**config.mk**
```make
export PLATFORM = sky130hd
export DESIGN_NAME = uart_tx
export DESIGN_NICKNAME = d
export VERILOG_FILES = /design/src/rtl/uart_tx.sv
export SDC_FILE = /design/constraint.sdc
export NUM_CORES = 1
export LEC_CHECK = 0
export ABC_AREA = 0
export BUFFER_PORTS_ARGS = -buffer_cell sky130_fd_sc_hd__buf_2
export CORE_UTILIZATION = 43
export DETAILED_ROUTE_END_ITERATION = 7
export GPL_ROUTABILITY_DRIVEN = 0
export PLACE_DENSITY_LB_ADDON = 0.15
export SYNTH_ARGS = -nofsm -noshare
export SYNTH_HDL_FRONTEND = slang
export SYNTH_SLANG_ARGS = --single-unit
export TNS_END_PERCENT = 10
```
**constraint.sdc**
```tcl
create_clock -name clk -period 1.9 [get_ports clk]
set_input_delay 0.19 -clock clk [delete_from_list [all_inputs] [get_ports clk]]
set_output_delay 0.19 -clock clk [all_outputs]
set_load 0.02 [all_outputs]
```
**src/rtl/uart_tx.sv**
```systemverilog
`timescale 1ns/1ps
// uart_tx: parallel-to-serial UART transmitter, LSB first, valid/ready input.
// Frame: start bit, DLEN data bits, optional parity bit, 1 or 2 stop bits.
// Every output is a flop, so o_tx is glitch-free and no input reaches an output
// combinationally.
//
//  state    | meaning
//  ---------+-----------------------------------------------------------
//  S_IDLE   | line at mark, o_ready=1, waiting for i_valid
//  S_START  | start bit (0) for CLKS_PER_BIT cycles
//  S_DATA   | data bits, LSB first, bit_q counts 0..DLEN-1
//  S_PARITY | parity bit of the captured word (only when PARITY_EN)
//  S_STOP   | stop bit(s) at mark, stop_q counts 0..STOP_BITS-1
module uart_tx #(
  parameter int DLEN         = 8,
  parameter int CLKS_PER_BIT = 868,
  parameter int PARITY_EN    = 0,
  parameter int PARITY_ODD   = 0,
  parameter int STOP_BITS    = 1
) (
  input  logic            clk,
  input  logic            rstn,
  input  logic            i_valid,
  output logic            o_ready,
  input  logic [DLEN-1:0] i_data,
  output logic            o_tx,
  output logic            o_busy
);

  localparam int BW = (CLKS_PER_BIT > 1) ? $clog2(CLKS_PER_BIT) : 1;
  localparam int IW = (DLEN > 1) ? $clog2(DLEN) : 1;

  localparam logic [BW-1:0] BAUD_LAST = BW'(CLKS_PER_BIT - 1);
  localparam logic [IW-1:0] BIT_LAST  = IW'(DLEN - 1);
  localparam logic          STOP_LAST = (STOP_BITS == 2);
  localparam logic          ODD_SEL   = (PARITY_ODD != 0);

  typedef enum logic [2:0] {
    S_IDLE,
    S_START,
    S_DATA,
    S_PARITY,
    S_STOP
  } state_e;

  state_e          state_q;
  logic [BW-1:0]   baud_q;
  logic [IW-1:0]   bit_q;
  logic [DLEN-1:0] shift_q;
  logic            parity_q;
  logic            stop_q;
  logic            tx_q;
  logic            ready_q;
  logic            busy_q;

  logic            baud_tc_d;
  logic            parity_d;

  // Terminal count of the baud timer and parity of the word being accepted.
  always_comb begin
    baud_tc_d = (baud_q == BAUD_LAST);
    parity_d  = (^i_data) ^ ODD_SEL;
  end

  // Frame sequencer: state, baud timer, bit/stop counters and registered outputs.
  always_ff @(posedge clk or negedge rstn) begin
    if (!rstn) begin
      state_q  <= S_IDLE;
      baud_q   <= '0;
      bit_q    <= '0;
      shift_q  <= '0;
      parity_q <= 1'b0;
      stop_q   <= 1'b0;
      tx_q     <= 1'b1;
      ready_q  <= 1'b0;
      busy_q   <= 1'b0;
    end else begin
      // Baud timer free-runs while a frame is in flight; IDLE holds it at zero
      // so START always begins with a full bit period.
      baud_q <= baud_tc_d ? '0 : baud_q + 1'b1;

      case (state_q)
        S_IDLE: begin
          baud_q  <= '0;
          bit_q   <= '0;
          stop_q  <= 1'b0;
          tx_q    <= 1'b1;
          ready_q <= 1'b1;
          busy_q  <= 1'b0;
          // ready_q gates the handshake so the reset-release edge never accepts.
          if (ready_q && i_valid) begin
            state_q  <= S_START;
            shift_q  <= i_data;
            parity_q <= parity_d;
            tx_q     <= 1'b0;
            ready_q  <= 1'b0;
            busy_q   <= 1'b1;
          end
        end

        S_START: begin
          if (baud_tc_d) begin
            state_q <= S_DATA;
            bit_q   <= '0;
            tx_q    <= shift_q[0];
            shift_q <= {1'b0, shift_q[DLEN-1:1]};
          end
        end

        S_DATA: begin
          if (baud_tc_d) begin
            if (bit_q == BIT_LAST) begin
              stop_q <= 1'b0;
              if (PARITY_EN != 0) begin
                state_q <= S_PARITY;
                tx_q    <= parity_q;
              end else begin
                state_q <= S_STOP;
                tx_q    <= 1'b1;
              end
            end else begin
              bit_q   <= bit_q + 1'b1;
              tx_q    <= shift_q[0];
              shift_q <= {1'b0, shift_q[DLEN-1:1]};
            end
          end
        end

        S_PARITY: begin
          if (baud_tc_d) begin
            state_q <= S_STOP;
            stop_q  <= 1'b0;
            tx_q    <= 1'b1;
          end
        end

        S_STOP: begin
          tx_q <= 1'b1;
          if (baud_tc_d) begin
            if (stop_q == STOP_LAST) begin
              state_q <= S_IDLE;
              ready_q <= 1'b1;
              busy_q  <= 1'b0;
            end else begin
              stop_q <= 1'b1;
            end
          end
        end

        default: begin
          state_q <= S_IDLE;
          tx_q    <= 1'b1;
          ready_q <= 1'b0;
          busy_q  <= 1'b0;
        end
      endcase
    end
  end

  assign o_tx    = tx_q;
  assign o_ready = ready_q;
  assign o_busy  = busy_q;

endmodule
```
Yosys cells after proc, flatten, opt, wreduce, memory -nomap -nowiden
Cells that the tools add are included.
{"block": "word_totals", "reg_bits": 28, "elab_cells": 74, "output_inout_bits": 3, "input_bits": 11}
{"block": "op_classes", "n_mux": 38, "addsub": 2, "eq_ne": 14, "bitwise": 1, "reduce_logical": 11}
{"cell": "2-to-1 mux 8 bit", "count": 4}
{"cell": "2-to-1 mux 3 bit", "count": 10}
{"cell": "case mux 8 bit (3 select lines)", "count": 1}
{"cell": "2-to-1 mux 10 bit", "count": 2}
{"cell": "inequality test 2 bit, second input constant", "count": 8}
{"cell": "2-to-1 mux 1 bit", "count": 15}
{"cell": "case mux 3 bit (5 select lines)", "count": 1}
{"cell": "adder 10 x 1 -> 10 bit, second input constant", "count": 1}
{"cell": "== test 10 bit, second input constant", "count": 1}
{"cell": "AND reduction 5 bit", "count": 2}
{"cell": "case mux 3 bit (3 select lines)", "count": 1}
{"cell": "case mux 1 bit (4 select lines)", "count": 2}
{"cell": "AND reduction 7 bit", "count": 1}
{"cell": "== test 3 x 2 -> 1 bit, second input constant", "count": 2}
{"cell": "== test 3 bit, second input constant", "count": 2}
{"cell": "case mux 1 bit (3 select lines)", "count": 2}
{"cell": "AND reduction 3 bit", "count": 2}
{"cell": "AND reduction 4 bit", "count": 1}
{"cell": "nonzero test 4 bit", "count": 1}
{"cell": "adder 3 x 1 -> 3 bit, second input constant", "count": 1}
{"cell": "== test 3 x 1 -> 1 bit, second input constant", "count": 1}
{"cell": "zero test 3 bit", "count": 1}
{"cell": "nonzero test 3 bit", "count": 1}
{"cell": "OR reduction 3 bit", "count": 1}
{"cell": "other kinds (2)", "count": 2}

Longest topological paths before layout
{"block": "logic_depth", "word_depth": 4, "ltp_mapped": 6, "depth_no_buf": 6}

Worst setup path after synthesis
No wires, ideal clock.
{"block": "synth_timing", "kind": "register to register", "startpoint": "register baud_q[7]", "endpoint": "register shift_q[0]", "path_buffers": 0, "path_slack_ns": -0.019, "path_stages_with_launch": 5, "arrival_time_ns": 1.797, "synth_period_minus_slack_ns": 1.919, "t_required_ns": 1.777, "setup_time_ns": 0.123, "path_cell_list": "dfrtp_1 > or4_1 > or3_4 > a211o_4 > o221a_1"}
{"block": "synth_between", "elab_chain_cells": 3, "word_cells_on_any_way": 4, "classes_between": "3 x eq/ne; 1 x reduce/logical"}
{"item": "from (decl)", "line_no": "47", "rtl": "logic [BW-1:0] baud_q;"}
{"item": "from (signal assigned)", "line_no": "80", "rtl": "baud_q <= baud_tc_d ? '0 : baud_q + 1'b1;"}
{"item": "== test 10 bit (*)", "line_no": "61", "rtl": "baud_tc_d = (baud_q == BAUD_LAST);"}
{"item": "inequality test 2 bit (no line)"}
{"item": "AND reduction 5 bit (no line) (*)"}
{"item": "to (signal assigned)", "line_no": "93", "rtl": "shift_q <= i_data;"}
{"item": "to (signal assigned)", "line_no": "106", "rtl": "shift_q <= {1'b0, shift_q[DLEN-1:1]};"}
{"item": "to (signal assigned)", "line_no": "124", "rtl": "shift_q <= {1'b0, shift_q[DLEN-1:1]};"}
{"item": "to (decl)", "line_no": "49", "rtl": "logic [DLEN-1:0] shift_q;"}
Every way passes the cells marked *; elsewhere a longest branch is shown, timed or not.
A chain may end at the register's enable or synchronous reset.

Worst setup path in the final report
{"block": "layout_timing", "startpoint": "register baud_q[7]", "endpoint": "register shift_q[6]"}
Same word-level chain as after synthesis.

==> results.yml <==
run_status:
  outcome: "finished, violations left"
  violations: "DRC, setup timing"
placed_design:
  post-dp-hpwl_mm: 1.93
  placed_cell_area_um2: 1510
  port_buffers: 13
synthesis:
  ys_seq_elements: 27
  synth_cells: 128
  ys_warn_count: 0
  ys_types: 35
  synth_edf_count: 0
  synth_flop_cell: "dfrtp_1"
  ys_async_sr_fraction_pct: 100
  yosysSeqAreaShare_pct: 50.9
  synth_nets: 142
  avgSynthCellArea_um2: 10.4
  syn_area_um2: 1330
worst_setup_path:
  crit_path_end_kind: "flop"
  timing.critical_path.buf_inv: 0
  arrival_ns: 2.23
  required_ns: 2.13
  start_kind: "flop"
  slowest_delay_ns: 0.53
  critPathKind: "reg -> reg"
  path_delay_family: "simple AND/OR/NAND/NOR gates"
  worstPathMaxFanout: 7
  slowest_stage: "or4_4"
  path_cells: "or4_4, or3_4, a211o_4, o221a_1"
clock_network:
  htreeDepth: 1
  cts_buffer_depth: 2
  post_cts_buffers: 0
  path_clk_slew_ns: 0.15
  worstSkewPairLatency_ns: 0.33
  cts_tree: "done"
  root_buffer: "clkbuf_4"
  cts_buffers: 3
  clock-sinks: 27
grt:
  track_usage_pct: 18.7
  overflow: 0
  grt_max_degree: 28
  grt_pass1_wl_mm: 4.67
  antenna_found_initial: 0
  grt_pass1_vias: 1023
final_layout:
  finish.utilization_pct: 54.7
  area_growth_syn_to_layout_pct: 17.5
  fillers: 269
  finalInstanceArea_um2: 1560
  final_nets: 169
  antenna_cells: 0
  final_layout_size_suffix_gt1_share_pct: 23.4
floorplan:
  die_h_um: 57.6
  dieArea_um2: 3320
  rows: 19
  initial_core_util_pct: 46.6
  core_area_um2: 2850
  io_pins: 14
  die_x_um: 57.6
routing:
  detail_route.wl_per_cell_um: 14.6
  num_vias: 1049
  vias_per_cell: 5.67
  route.detailed.drc: 2
  wirelength_mm: 2.70
  firstDrtPassIters: 6
  ant_nets: 0
  first_iter_violations: 61
sta:
  setup_violations: 8
  finalWorstSetupSlack_ns: -0.0961
  fin_crit_ns: 2.00
  rsz0062_at_grt: "yes"
  worst_pin_slew_ns: 1.02
  finalCritPeriodShare_pct: 105
  report.final.slew_viol_count: 0
  hold_viol_final: 0
  fmax_mhz: 501
  finClkSkew_ns: 0.00303
  slew-limit-headroom_pct: 31.4
hold_path:
  hold_class: "in -> reg"
power_and_ir_drop:
  powerDensity_nw_per_um2: 548
  p_leak_nw: 0.714
  p_clk_share_pct: 30.0
  p_sw_share_pct: 22.0
  seqPwrFrac_pct: 67.1
  vdd_ir_drop_max_uv: 491
  comb_power_share_pct: 2.8
  p_sw_mw: 0.188
  p_int_mw: 0.668
run:
  max_cap_violations: 0
==> state kept, by name, indices dropped and copies added, names as in the netlist <==
name and cells:
shift_q 8, baud_q 10, state_q 3, o_busy 1, bit_q 3, o_tx 1, o_ready 1
==> cells in the mapped netlist (all sizes together), types with 3 or more instances <==
cell / number / share of area (%)
clkbuf: 3 / 0.85
inv: 7 / 2.0
nand2: 7 / 2.0
o21ai: 3 / 1.1
o221a: 7 / 5.9
nand2b: 8 / 3.8
ha: 3 / 2.8
nor3: 3 / 1.1
a21oi: 4 / 2.4
xnor2: 7 / 4.6
nand3: 7 / 2.6
nor2: 18 / 5.1
dfrtp: 26 / 49
==> kinds of logic (layout without fill, tap and decap cells) <==
logic type,count (synthesis),count (layout),synth area share (%)
simple gates,49,49,17.9
compound gates,27,27,18.1
flops,27,27,50.9
buf+inv,12,38,3.48
xor+xnor,9,9,5.93
fa+ha+maj,3,3,2.83
mux,1,1,0.847
==> final timing paths <==
path,from,endpoint,slack (ns),cells past startpoint
max,baud_q[7],shift_q[6],-0.1,4
min,i_data[7],shift_q[7],0.15,3
max reg2reg,baud_q[7],shift_q[6],-0.1,4
min reg2reg,baud_q[0],baud_q[0],0.49,1
max in group asynchronous,rstn,shift_q[5],1.15,2
min in group asynchronous,rstn,bit_q[1],0.37,2
==> through the flow <==
step / hold WS [ns] / TNS, ns / instances / total power [mW] / setup slack [ns]
floorplan: -0.106 / -0.136 / 128 / 0.588 / -0.0195
global placement: 0.229 / -0.191 / 180 / 0.609 / -0.0300
detailed placement: 0.236 / -0.590 / 180 / 0.609 / -0.0871
CTS: 0.141 / -0.609 / 185 / 0.868 / -0.0947
global route: 0.177 / -1.36 / 185 / 0.886 / -0.148
finish: 0.146 / -0.609 / 185 / 0.856 / -0.0961
==> tightest hold or removal path, cell delays in order <==
cell	delay [ns]
buf_2	0.09
o21ai_0	0.08
o22ai_1	0.09
==> layer usage <==
metal  GRT usage, %  vias up  wire [um]
met2           31.2       15       1280
met5              0        -          0
met4           6.27        0         46
li1               -      512          -
met3           4.08        4         83
met1           23.9      518       1290
==> layout by cell type (no fill, tap or decap), drive strengths merged <==
master and n:
a211o 2, a21oi 4, a221oi 1, a22o 2
a311oi 1, a31oi 1, a41o 1, and3 1
buf 26, clkbuf 4, dfrtp 26, dfstp 1
dlygate4sd3 1, ha 3, inv 7, mux2 1
nand2 7, nand2b 8, nand3 7, nand4 1
nor2 18, nor3 3, nor4 2, o21a 1
o21ai 3, o221a 7, o22ai 1, o31ai 2
o32ai 1, or3 1, or4 1, xnor2 7
xor2 2
==> final cells by class <==
class                           instances  area [um2]  area share [%]
Multi-Input combinational cell         89         617            39.5
Sequential cell                        27         677            43.3
Timing Repair Buffer                   27         176            11.3
Tap cell                               31        38.8            2.48
Inverter                                7        26.3            1.68
Clock buffer                            4        26.3            1.68
==> what timing repair did <==
item	4_1_cts	5_1_grt
hold buffers	1	0
endpoints found under the hold margin	26	0
endpoints found under the setup margin	9	19
pin swaps	0	3
gates resized for setup	2	2
==> power by group through the flow <==
stage / Combinational (mW) / Sequential [mW] / Clock, mW
after CTS: 0.0257 / 0.575 / 0.267
after floorplan: 0.00266 / 0.586 / 0
after detailed placement: 0.0239 / 0.586 / 0
final: 0.0242 / 0.575 / 0.257
after global placement: 0.0235 / 0.586 / 0
after global routing: 0.0281 / 0.575 / 0.283
Note: power is estimated with default switching activity, not from simulation.
